File: config.mk
export PLATFORM = sky130hd
export DESIGN_NAME = mat_row_loader
export DESIGN_NICKNAME = d
export VERILOG_FILES = /design/src/rtl/mat_row_loader.sv
export SDC_FILE = /design/constraint.sdc
export NUM_CORES = 1
export LEC_CHECK = 0
export ABC_AREA = 1
export BUFFER_PORTS_ARGS = -buffer_cell sky130_fd_sc_hd__buf_2
export CELL_PAD_IN_SITES_DETAIL_PLACEMENT = 1
export CELL_PAD_IN_SITES_GLOBAL_PLACEMENT = 1
export CORE_MARGIN = 2
export CORE_UTILIZATION = 40
export CTS_CLUSTER_SIZE = 30
export DETAILED_ROUTE_END_ITERATION = 10
export PLACE_DENSITY = 0.83
export SLEW_MARGIN = 20
export SYNTH_ARGS = -nofsm -noshare
export SYNTH_HDL_FRONTEND = slang
export SYNTH_SLANG_ARGS = --single-unit
File: constraint.sdc
create_clock -name clock -period 2.6 [get_ports clock]
set_input_delay 0 -clock clock [delete_from_list [all_inputs] [get_ports clock]]
set_output_delay 0 -clock clock [all_outputs]
set_load 0.02 [all_outputs]
File: src/rtl/mat_row_loader.sv
// mat_row_loader: streams a WIDTH x WIDTH matrix from an element-addressed memory into one
// MatCache slot, one full row write per cycle, optionally tagged as column writes (transpose).
package mat_row_loader_pkg;
    typedef enum logic [1:0] {
        MAT_DATA_WRITE_NONE = 2'd0,
        MAT_DATA_WRITE_ROW  = 2'd1,
        MAT_DATA_WRITE_COL  = 2'd2
    } MatDataWriteOp_t;

    // IEEE-754 single-precision bit pattern; this is how shortreal elements travel in hardware
    typedef logic [31:0] shortreal_bits_t;
endpackage

module mat_row_loader
    import mat_row_loader_pkg::*;
#(
    parameter int WIDTH      = 4,
    parameter int CACHE_SIZE = 4,
    parameter int ADDR_WIDTH = 32
) (
    input  logic                          clock,
    input  logic                          reset,
    input  logic                          cmd_valid,
    output logic                          cmd_ready,
    input  logic [$clog2(CACHE_SIZE)-1:0] cmd_slot,
    input  logic [ADDR_WIDTH-1:0]         cmd_base,
    input  logic [ADDR_WIDTH-1:0]         cmd_stride,
    input  logic                          cmd_transpose,
    output logic                          mem_req_valid,
    input  logic                          mem_req_ready,
    output logic [ADDR_WIDTH-1:0]         mem_req_addr,
    input  logic                          mem_resp_valid,
    input  shortreal_bits_t               mem_resp_data,
    output MatDataWriteOp_t               write_op,
    output logic [$clog2(CACHE_SIZE)-1:0] write_addr1,
    output logic [$clog2(WIDTH)-1:0]      write_param,
    output shortreal_bits_t [WIDTH-1:0]   data_in,
    output logic                          done
);
    localparam int SLOT_W = $clog2(CACHE_SIZE);
    localparam int IDX_W  = $clog2(WIDTH);
    localparam logic [IDX_W-1:0] LAST_IDX = IDX_W'(WIDTH - 1);

    typedef enum logic [1:0] {IDLE, ISSUE, DRAIN} state_t;

    state_t state;
    state_t state_next;

    logic [SLOT_W-1:0]           slot_q;
    logic [ADDR_WIDTH-1:0]       stride_q;
    logic [ADDR_WIDTH-1:0]       row_addr;
    logic                        transpose_q;
    logic [IDX_W-1:0]            req_col;
    logic [IDX_W-1:0]            req_row;
    logic [IDX_W-1:0]            resp_col;
    logic [IDX_W-1:0]            resp_row;
    shortreal_bits_t [WIDTH-1:0] row_buf;
    shortreal_bits_t [WIDTH-1:0] row_full;

    logic accept;
    logic req_fire;
    logic last_req;
    logic resp_fire;
    logic row_end;
    logic last_resp;

    assign accept    = cmd_valid && cmd_ready;
    assign req_fire  = mem_req_valid && mem_req_ready;
    assign last_req  = req_fire && (req_row == LAST_IDX) && (req_col == LAST_IDX);
    // Responses arriving while idle are stray (e.g. in flight across a reset) and are dropped
    assign resp_fire = mem_resp_valid && (state != IDLE);
    assign row_end   = resp_fire && (resp_col == LAST_IDX);
    assign last_resp = row_end && (resp_row == LAST_IDX);

    always_ff @(posedge clock) begin
        if (reset) begin
            state <= IDLE;
        end else begin
            state <= state_next;
        end
    end

    always_comb begin
        state_next = state;
        case (state)
            IDLE:    if (accept)    state_next = ISSUE;
            ISSUE:   if (last_req)  state_next = DRAIN;
            DRAIN:   if (last_resp) state_next = IDLE;
            default: state_next = IDLE;
        endcase
    end

    always_comb begin
        cmd_ready     = 1'b0;
        mem_req_valid = 1'b0;
        mem_req_addr  = '0;
        case (state)
            IDLE:  cmd_ready = !reset;
            ISSUE: begin
                mem_req_valid = 1'b1;
                mem_req_addr  = row_addr + ADDR_WIDTH'(req_col);
            end
            default: ;
        endcase
    end

    // The last element of a row bypasses the buffer so the row is written without an extra cycle
    always_comb begin
        row_full           = row_buf;
        row_full[LAST_IDX] = mem_resp_data;
    end

    always_ff @(posedge clock) begin
        if (reset) begin
            slot_q      <= '0;
            stride_q    <= '0;
            row_addr    <= '0;
            transpose_q <= 1'b0;
            req_col     <= '0;
            req_row     <= '0;
            resp_col    <= '0;
            resp_row    <= '0;
            row_buf     <= '0;
            data_in     <= '0;
            write_op    <= MAT_DATA_WRITE_NONE;
            write_addr1 <= '0;
            write_param <= '0;
            done        <= 1'b0;
        end else begin
            write_op <= MAT_DATA_WRITE_NONE;
            done     <= 1'b0;
            if (accept) begin
                slot_q      <= cmd_slot;
                stride_q    <= cmd_stride;
                transpose_q <= cmd_transpose;
                row_addr    <= cmd_base;
                req_col     <= '0;
                req_row     <= '0;
                resp_col    <= '0;
                resp_row    <= '0;
            end
            if (req_fire) begin
                if (req_col == LAST_IDX) begin
                    req_col  <= '0;
                    req_row  <= req_row + 1'b1;
                    row_addr <= row_addr + stride_q;
                end else begin
                    req_col <= req_col + 1'b1;
                end
            end
            if (resp_fire) begin
                row_buf[resp_col] <= mem_resp_data;
                if (row_end) begin
                    data_in     <= row_full;
                    write_op    <= transpose_q ? MAT_DATA_WRITE_COL : MAT_DATA_WRITE_ROW;
                    write_param <= resp_row;
                    write_addr1 <= slot_q;
                    resp_col    <= '0;
                    resp_row    <= resp_row + 1'b1;
                    done        <= last_resp;
                end else begin
                    resp_col <= resp_col + 1'b1;
                end
            end
        end
    end
endmodule
==> summary.txt, run 1 <==
Status
  • Status: complete, no violations

Logic synthesis
  • Synth Flop Type: dfxtp_1
  • Main combinational cell family by area after synthesis: simple AND/OR/NAND/NOR gates
  • Netlist Area Pre-Place: between 10000 and 15000 sq um
  • Multiplexer share of the synthesized area: 0%
  • Number of enable flip-flop cells after synthesis: 0
  • Sequential element share of the synthesized area: 42.9%
  • Register bit count reported by yosys: around 310
  • Top cell type's share of synthesized area: 42.9%
  • Top-count cell post-synth: nand2_1
  • Synth Area in XOR/XNOR: 2.01%
  • Synth Area in Compound Gates: roughly 14%
  • Commonest cells in the netlist: 502 x nand2_1, 308 x dfxtp_1, 271 x inv_1
  • Avg Cell Area, Syn: about 7 sq um
  • Distinct cells, synth: 39
  • Adder-Cell Fraction of Synth Area: approximately 3.8%
  • Ys Warns: 0
  • Async SR Flop Fraction: 0%
  • Syn Inst Count: between 2000 and 2500
  • Largest area contributor in the netlist: dfxtp_1
  • Area contributors post-synth: dfxtp_1 43%, nand2_1 13%, nand3_1 7.4%
  • Syn_nets: ~2200
  • Post-Synth Simple-Gate Area: about a quarter

Setup path
  • Most frequent CP cell: buf_4
  • Worst Path Required: about 2600 ps
  • Reg2Reg Depth: 14
  • Delay-heaviest family, CP: simple AND/OR/NAND/NOR gates
  • CP max-delay cell: dfxtp_1
  • Cells along the critical path: buf_4, nand2_1, nor3_4, buf_4, nand2_4, nor2_4, nand3_1, o21ai_0, a21oi_1, buf_2
  • CP Class: flop to output port
  • Critical Path End Type: output port
  • RR Startpoint: stride_q[0]
  • CP max stage delay: 360 ps
  • CP Buf/Inv Count: 3
  • Worst EP arrival: 2570 ps
  • Worst Path Max Fanout: 6
  • Setup slack, reg-to-reg: 410 ps
  • RR Endpoint: row_addr[24]
  • Critical Path Source Type: flop

Routing
  • Vias: about 15000
  • Total detailed-routing wirelength: between 50000 and 60000 microns
  • Routed Antenna Nets: 0
  • Vias/cell: around 5.3
  • DRT Pass-1 Iters: 5
  • Initial detailed-routing violation count: 902
  • DRC viols: 0
  • Routed len/inst: ~20 microns

Timing
  • Least-Margin Pin Slew: approximately 950 ps
  • Max Fclk: slightly below 400 MHz
  • Total negative slack: 0 ps
  • # setup viols final: 0
  • Max-slew headroom: around 37%
  • Unrepaired setup endpoints after global routing: yes
  • Hold Fails Final Rpt: 0
  • Final period utilization: between 90 and 100%
  • Max Slew Vio Count: 0
  • Worst clock skew: roughly 21 ps
  • Min cycle time layout: ~2600 ps

Worst hold path
  • Hold path start: cmd_valid
  • Hold path endpoint: resp_col[1]
  • WHS Path Cells: 5
  • Type of the worst min-delay path: input pin to flop

Floorplan
  • Die H: just under 200 microns
  • Die footprint: between 30000 and 40000 sq um
  • Top Ports: ~270
  • Die Span X: about 190 microns
  • Core area: roughly 35000 sq um
  • Core Rows: just under 70
  • Starting Density: around 41%

Place
  • GP Congestion: just over 0.9
  • HPWL after DPL: 36300 microns
  • Dpl cells: approximately 2700
  • PortBufs: 272

Final layout
  • Fill cells: 4525
  • Post-Route Utilization: between 50% and 60%
  • Final cell count without fillers: ~2900
  • Layout cells sized above 1: 16.9%
  • Synthesis-to-layout area growth: 28.4%
  • Layout Nets: around 2500

Clocking
  • Clk sinks: slightly above 300
  • Num CTS Buffers: 36
  • CTS tree: done
  • Later-pin clock latency in the skew report: roughly 550 ps
  • Clock Path Buffers: 3
  • H-tree levels: 2
  • Root Buffer: clkbuf_16
  • Clock Pin Slew Worst Setup and Hold Paths: around 60 ps

Global route
  • Initial antenna violation count: 1
  • All-layer global routing usage: between 20% and 30%
  • First-pass GRT wire length: roughly 89000 microns
  • Largest net degree at the start of global routing: a little under 100
  • Global route overflow: 0
  • Vias in the first global route: approximately 16000

Power
  • Power Dens Cells: around 600 nW/um^2
  • Leak: between 8 and 9 nW
  • Tot Pwr: around 11 mW
  • Max VDD drop: approximately 0.55 mV

Job
  • Max_cap viols: 0
==> logic make-up (layout without fill, tap and decap cells) <==
group / after synthesis / after routing
AO/OA/AOI/OAI: 404 / 404
flip-flops: 308 / 308
buffers and inverters: 383 / 749
XOR/XNOR: 33 / 33
AND/OR/NAND/NOR: 876 / 876
adder cells (fa/ha/maj): 42 / 42
other: 0 / 1
==> cell type report <==
| cell class | instances | area [sq um] | area share [%] |
|---|---|---|---|
| timing repair buffer | 407 | 2720 | 14.7 |
| tap | 461 | 577 | 3.12 |
| multi-input combinational | 1355 | 6750 | 36.5 |
| antenna | 1 | 2.50 | 0.0136 |
| clock inverter | 8 | 130 | 0.705 |
| clock buffer | 54 | 1060 | 5.73 |
| inverter | 280 | 1060 | 5.73 |
| sequential | 308 | 6170 | 33.4 |
==> what timing repair did <==
| item | in CTS | in global routing |
|---|---|---|
| gates resized for setup | 10 | 10 |
| hold buffers | 102 | 0 |
| endpoints found under the setup margin | 7 | 13 |
| buffers inserted | 3 | 3 |
| pin swaps | 6 | 4 |
| endpoints found under the hold margin | 204 | 0 |
==> report_power, final <==
part           leakage [nW]  switching, mW  internal (mW)
clock                 0.585           2.08           3.11
sequential             2.50         0.0843           4.82
combinational          5.53          0.605          0.378
total                  8.61           2.77           8.31
==> placed cells by master (no fill, tap or decap), types with 10 or more instances in the layout <==
| master | n |
|---|---|
| a21oi_1 | 173 |
| buf_2 | 270 |
| buf_4 | 28 |
| clkbuf_16 | 36 |
| dfxtp_1 | 305 |
| dlygate4sd3_1 | 102 |
| ha_1 | 39 |
| inv_1 | 271 |
| nand2_1 | 500 |
| nand3_1 | 214 |
| nand4_1 | 15 |
| nor2_1 | 96 |
| nor3_1 | 13 |
| o21ai_0 | 175 |
| o21ai_1 | 31 |
| o21bai_1 | 10 |
| xor2_1 | 25 |
==> metal layers <==
layer / track usage, % / vias to the layer above / wire [microns]
li1: - / 7253 / -
met1: 34.2 / 7349 / 22700
met2: 51.1 / 490 / 27500
met3: 6.49 / 149 / 3510
met4: 14.8 / 0 / 2700
met5: 0 / - / 0
==> worst reg2reg max path, stage by stage, from the launching register on <==
cell,delay [ps]
dfxtp_1,320
ha_1,250
fa_1,460
nand3_1,130
nand3_1,180
nand2_1,110
nand2_1,80
nand2_1,70
nand2_1,100
nand2_1,110
nand2_1,60
nand2_1,80
nand3_1,70
nand2_1,80
inv_1,30
==> stage by stage <==
stage                     hold slack [ps]  setup slack (ps)  area [sq um]
final                                22.0              31.5         18500
after global routing                 75.7             -62.0         18500
after CTS                            5.73             -17.0         18400
after detailed placement              201               414         16100
after global placement                201               351         16100
after floorplan                      54.7               746         14400
==> state kept, by name, summed over array words and instances, names as in the netlist, 32 cells and up <==
| signal | flops |
|---|---|
| stride_q | 32 |
| data_in | 128 |
| row_buf | 96 |
| row_addr | 32 |
==> worst max-delay path by stage <==
stage,startpoint,to,slack (ps),cells past startpoint
floorplan,stride_q[0],row_addr[24],750,14
global placement,row_addr[13],mem_req_addr[26],350,8
detailed placement,req_col[0],mem_req_addr[24],410,10
CTS,req_col[0],mem_req_addr[24],-20,10
global route,row_addr[6],mem_req_addr[30],-60,8
finish,row_addr[5],mem_req_addr[17],30,10
Note: power is estimated with default switching activity, not from simulation.
==> run 2: changes to the inputs <==
--- a/config.mk
+++ b/config.mk
@@ -7,13 +7,11 @@
 export LEC_CHECK = 0
 export ABC_AREA = 1
 export BUFFER_PORTS_ARGS = -buffer_cell sky130_fd_sc_hd__buf_2
-export CELL_PAD_IN_SITES_DETAIL_PLACEMENT = 1
-export CELL_PAD_IN_SITES_GLOBAL_PLACEMENT = 1
-export CORE_MARGIN = 2
-export CORE_UTILIZATION = 40
+export CORE_MARGIN = 5
+export CORE_UTILIZATION = 46
 export CTS_CLUSTER_SIZE = 30
 export DETAILED_ROUTE_END_ITERATION = 10
-export PLACE_DENSITY = 0.83
+export PLACE_DENSITY = 0.7
 export SLEW_MARGIN = 20
 export SYNTH_ARGS = -nofsm -noshare
 export SYNTH_HDL_FRONTEND = slang
==> summary.txt, run 2 (synthesized netlist as in run 1, its figures left out) <==
Timing
  • Max Slew Vio Count: 0
  • Worst hold slack: between 6 and 7 ps
  • Final worst slack: around 120 ps
  • Unrepaired setup endpoints after global routing: yes
  • Max Fclk: 403 MHz
  • Min cycle time layout: about 2500 ps
  • Max-slew headroom: a little under half
  • # setup viols final: 0
  • Total negative slack: 0 ps
  • Hold Fails Final Rpt: 0
  • Worst clock skew: 21.8 ps
  • Least-Margin Pin Slew: 784 ps
  • Final period utilization: a little over nine tenths

Setup path
  • CP max stage delay: about 570 ps
  • Worst Setup EP: row_addr[4]
  • Worst Path Required: around 3100 ps
  • CP Class: flop to flop
  • CP startpoint: row_addr[0]
  • Critical Path Source Type: flop
  • Setup slack, reg-to-reg: around 120 ps
  • Worst Path Max Fanout: 5
  • RR Endpoint: row_addr[4]
  • Reg2Reg Depth: 9
  • RR Startpoint: row_addr[0]
  • Critical Path End Type: flop
  • CP max-delay cell: dlygate4sd3_1
  • Worst EP arrival: approximately 3000 ps
  • Most frequent CP cell: nand3_1
  • Cells along the critical path: buf_4, ha_1, fa_2, nand3_1, nand3_1, o21ai_0, a21oi_1, a311oi_1, dlygate4sd3_1

Final layout
  • Commonest cells after routing, fill and taps aside: 501 x nand2_1, 302 x dfxtp_1, 271 x buf_2, 270 x inv_1, 214 x nand3_1
  • Synthesis-to-layout area growth: 31.0%
  • Most common cell after layout, fill and taps aside: nand2_1
  • Largest regs: data_in (128), row_buf (96)
  • Layout cells sized above 1: 16.8%
  • Max reg flops: approximately 130
  • Post-Route Utilization: about three fifths
  • Finished Cell Area: approximately 19000 sq um
  • Layout Nets: 2579
  • Largest Register: data_in

Routing
  • Vias/cell: between 5 and 6
  • DRC viols: 0
  • Total detailed-routing wirelength: approximately 49000 microns
  • Vias: around 15000
  • Routed len/inst: ~17 microns
  • Routed Antenna Nets: 0
  • Initial detailed-routing violation count: 1018
  • DRT Pass-1 Iters: 5

Clocking
  • Num CTS Buffers: 31
  • Clk sinks: 308
  • Clock Pin Slew Worst Setup and Hold Paths: 60 ps
  • Clock Path Buffers: 3
  • Root Buffer: clkbuf_16
  • H-tree levels: 1
  • CTS tree: done
  • Later-pin clock latency in the skew report: ~570 ps

Floorplan
  • Top Ports: roughly 270
  • Core Rows: between 60 and 70
  • Core area: between 30000 and 40000 sq um
  • Die Span X: roughly 190 microns
  • Starting Density: 46.8%
  • Die H: between 150 and 200 microns
  • Die footprint: around 35000 sq um

Global route
  • GR Util met2: around 44%
  • Global route overflow: 0
  • Vias in the first global route: about 14000
  • Initial antenna violation count: 0
  • Global-route met3 utilization: between 5 and 6%
  • M1 GR Usage: a little over a third
  • First-pass GRT wire length: a little under 80000 microns
  • All-layer global routing usage: around 27%
  • Gr busiest metal: met2
  • Largest net degree at the start of global routing: 98

Place
  • DP Area: ~16000 sq um
  • DP Worst Slack: about 480 ps
  • GP Congestion: about 0.98
  • HPWL after DPL: ~33000 microns
  • PortBufs: 272

Power
  • Clock network power share: ~45%
  • Leak: between 8 and 9 nW
  • Max VDD drop: approximately 0.54 mV
  • Sw Share: between 20 and 25%
  • Sequential Power Share: between 40% and 50%
  • Power Dens Cells: between 500 and 600 nW/um^2
  • Pint: between 8 and 9 mW
  • Net Switching: 2.58 mW
  • Comb power frac: 9.0%

Job
  • Max_cap viols: 0

Status
  • Status: complete, no violations

Worst hold path
  • Type of the worst min-delay path: input pin to flop
run 2: final cells by class:
class                      instances  area, sq um
antenna                            1         2.50
clock buffer                      44          925
multi-input combinational       1355         6750
timing repair buffer             457         3250
inverter                         280         1060
fill                            2856        11900
clock inverter                    13          191
tap                              396          495
sequential                       308         6180
run 2: layer usage:
layer,part of all wire [%],vias to the layer above
li1,-,7346
met1,43,6790
met2,46,541
met3,7.4,121
met4,3.9,0
met5,0,-
run 2: repair_timing:
action | CTS | global route
endpoints found under the hold margin | 205 | 0
pin swaps | 4 | 9
hold buffers | 151 | 0
endpoints found under the setup margin | 4 | 35
setup buffers | 4 | 6
gates resized for setup | 11 | 15
run 2: critical path, delay by kind of cell (launching register included):
kind	cells	cell delay (ps)
DFF	1	340
adders and majority gates	2	620
and+or+nand+nor	2	260
AOI/OAI and AO/OA	3	500
buffers and inverters	2	700
run 2: how the worst min path moves through the flow:
stage	from	end	depth (start not counted)
after global routing	cmd_valid	stride_q[0]	5
after detailed placement	cmd_stride[1]	stride_q[1]	3
final	cmd_valid	stride_q[1]	5
after floorplan	reset	cmd_ready	1
after CTS	cmd_valid	stride_q[1]	5
after global placement	cmd_stride[17]	stride_q[17]	3
run 2: through the flow:
step,cells,power (mW)
final,2854,10.7
after global routing,2853,11.0
after CTS,2847,10.7
after detailed placement,2635,5.81
after global placement,2635,5.80
after floorplan,2046,5.49
run 2: power groups by stage:
stage	sequential (mW)	clock, mW	combinational [mW]
floorplan	4.98	0	0.517
global placement	5.01	0	0.792
detailed placement	5.01	0	0.806
CTS	4.90	4.89	0.946
global route	4.91	5.06	1.06
finish	4.91	4.80	0.959
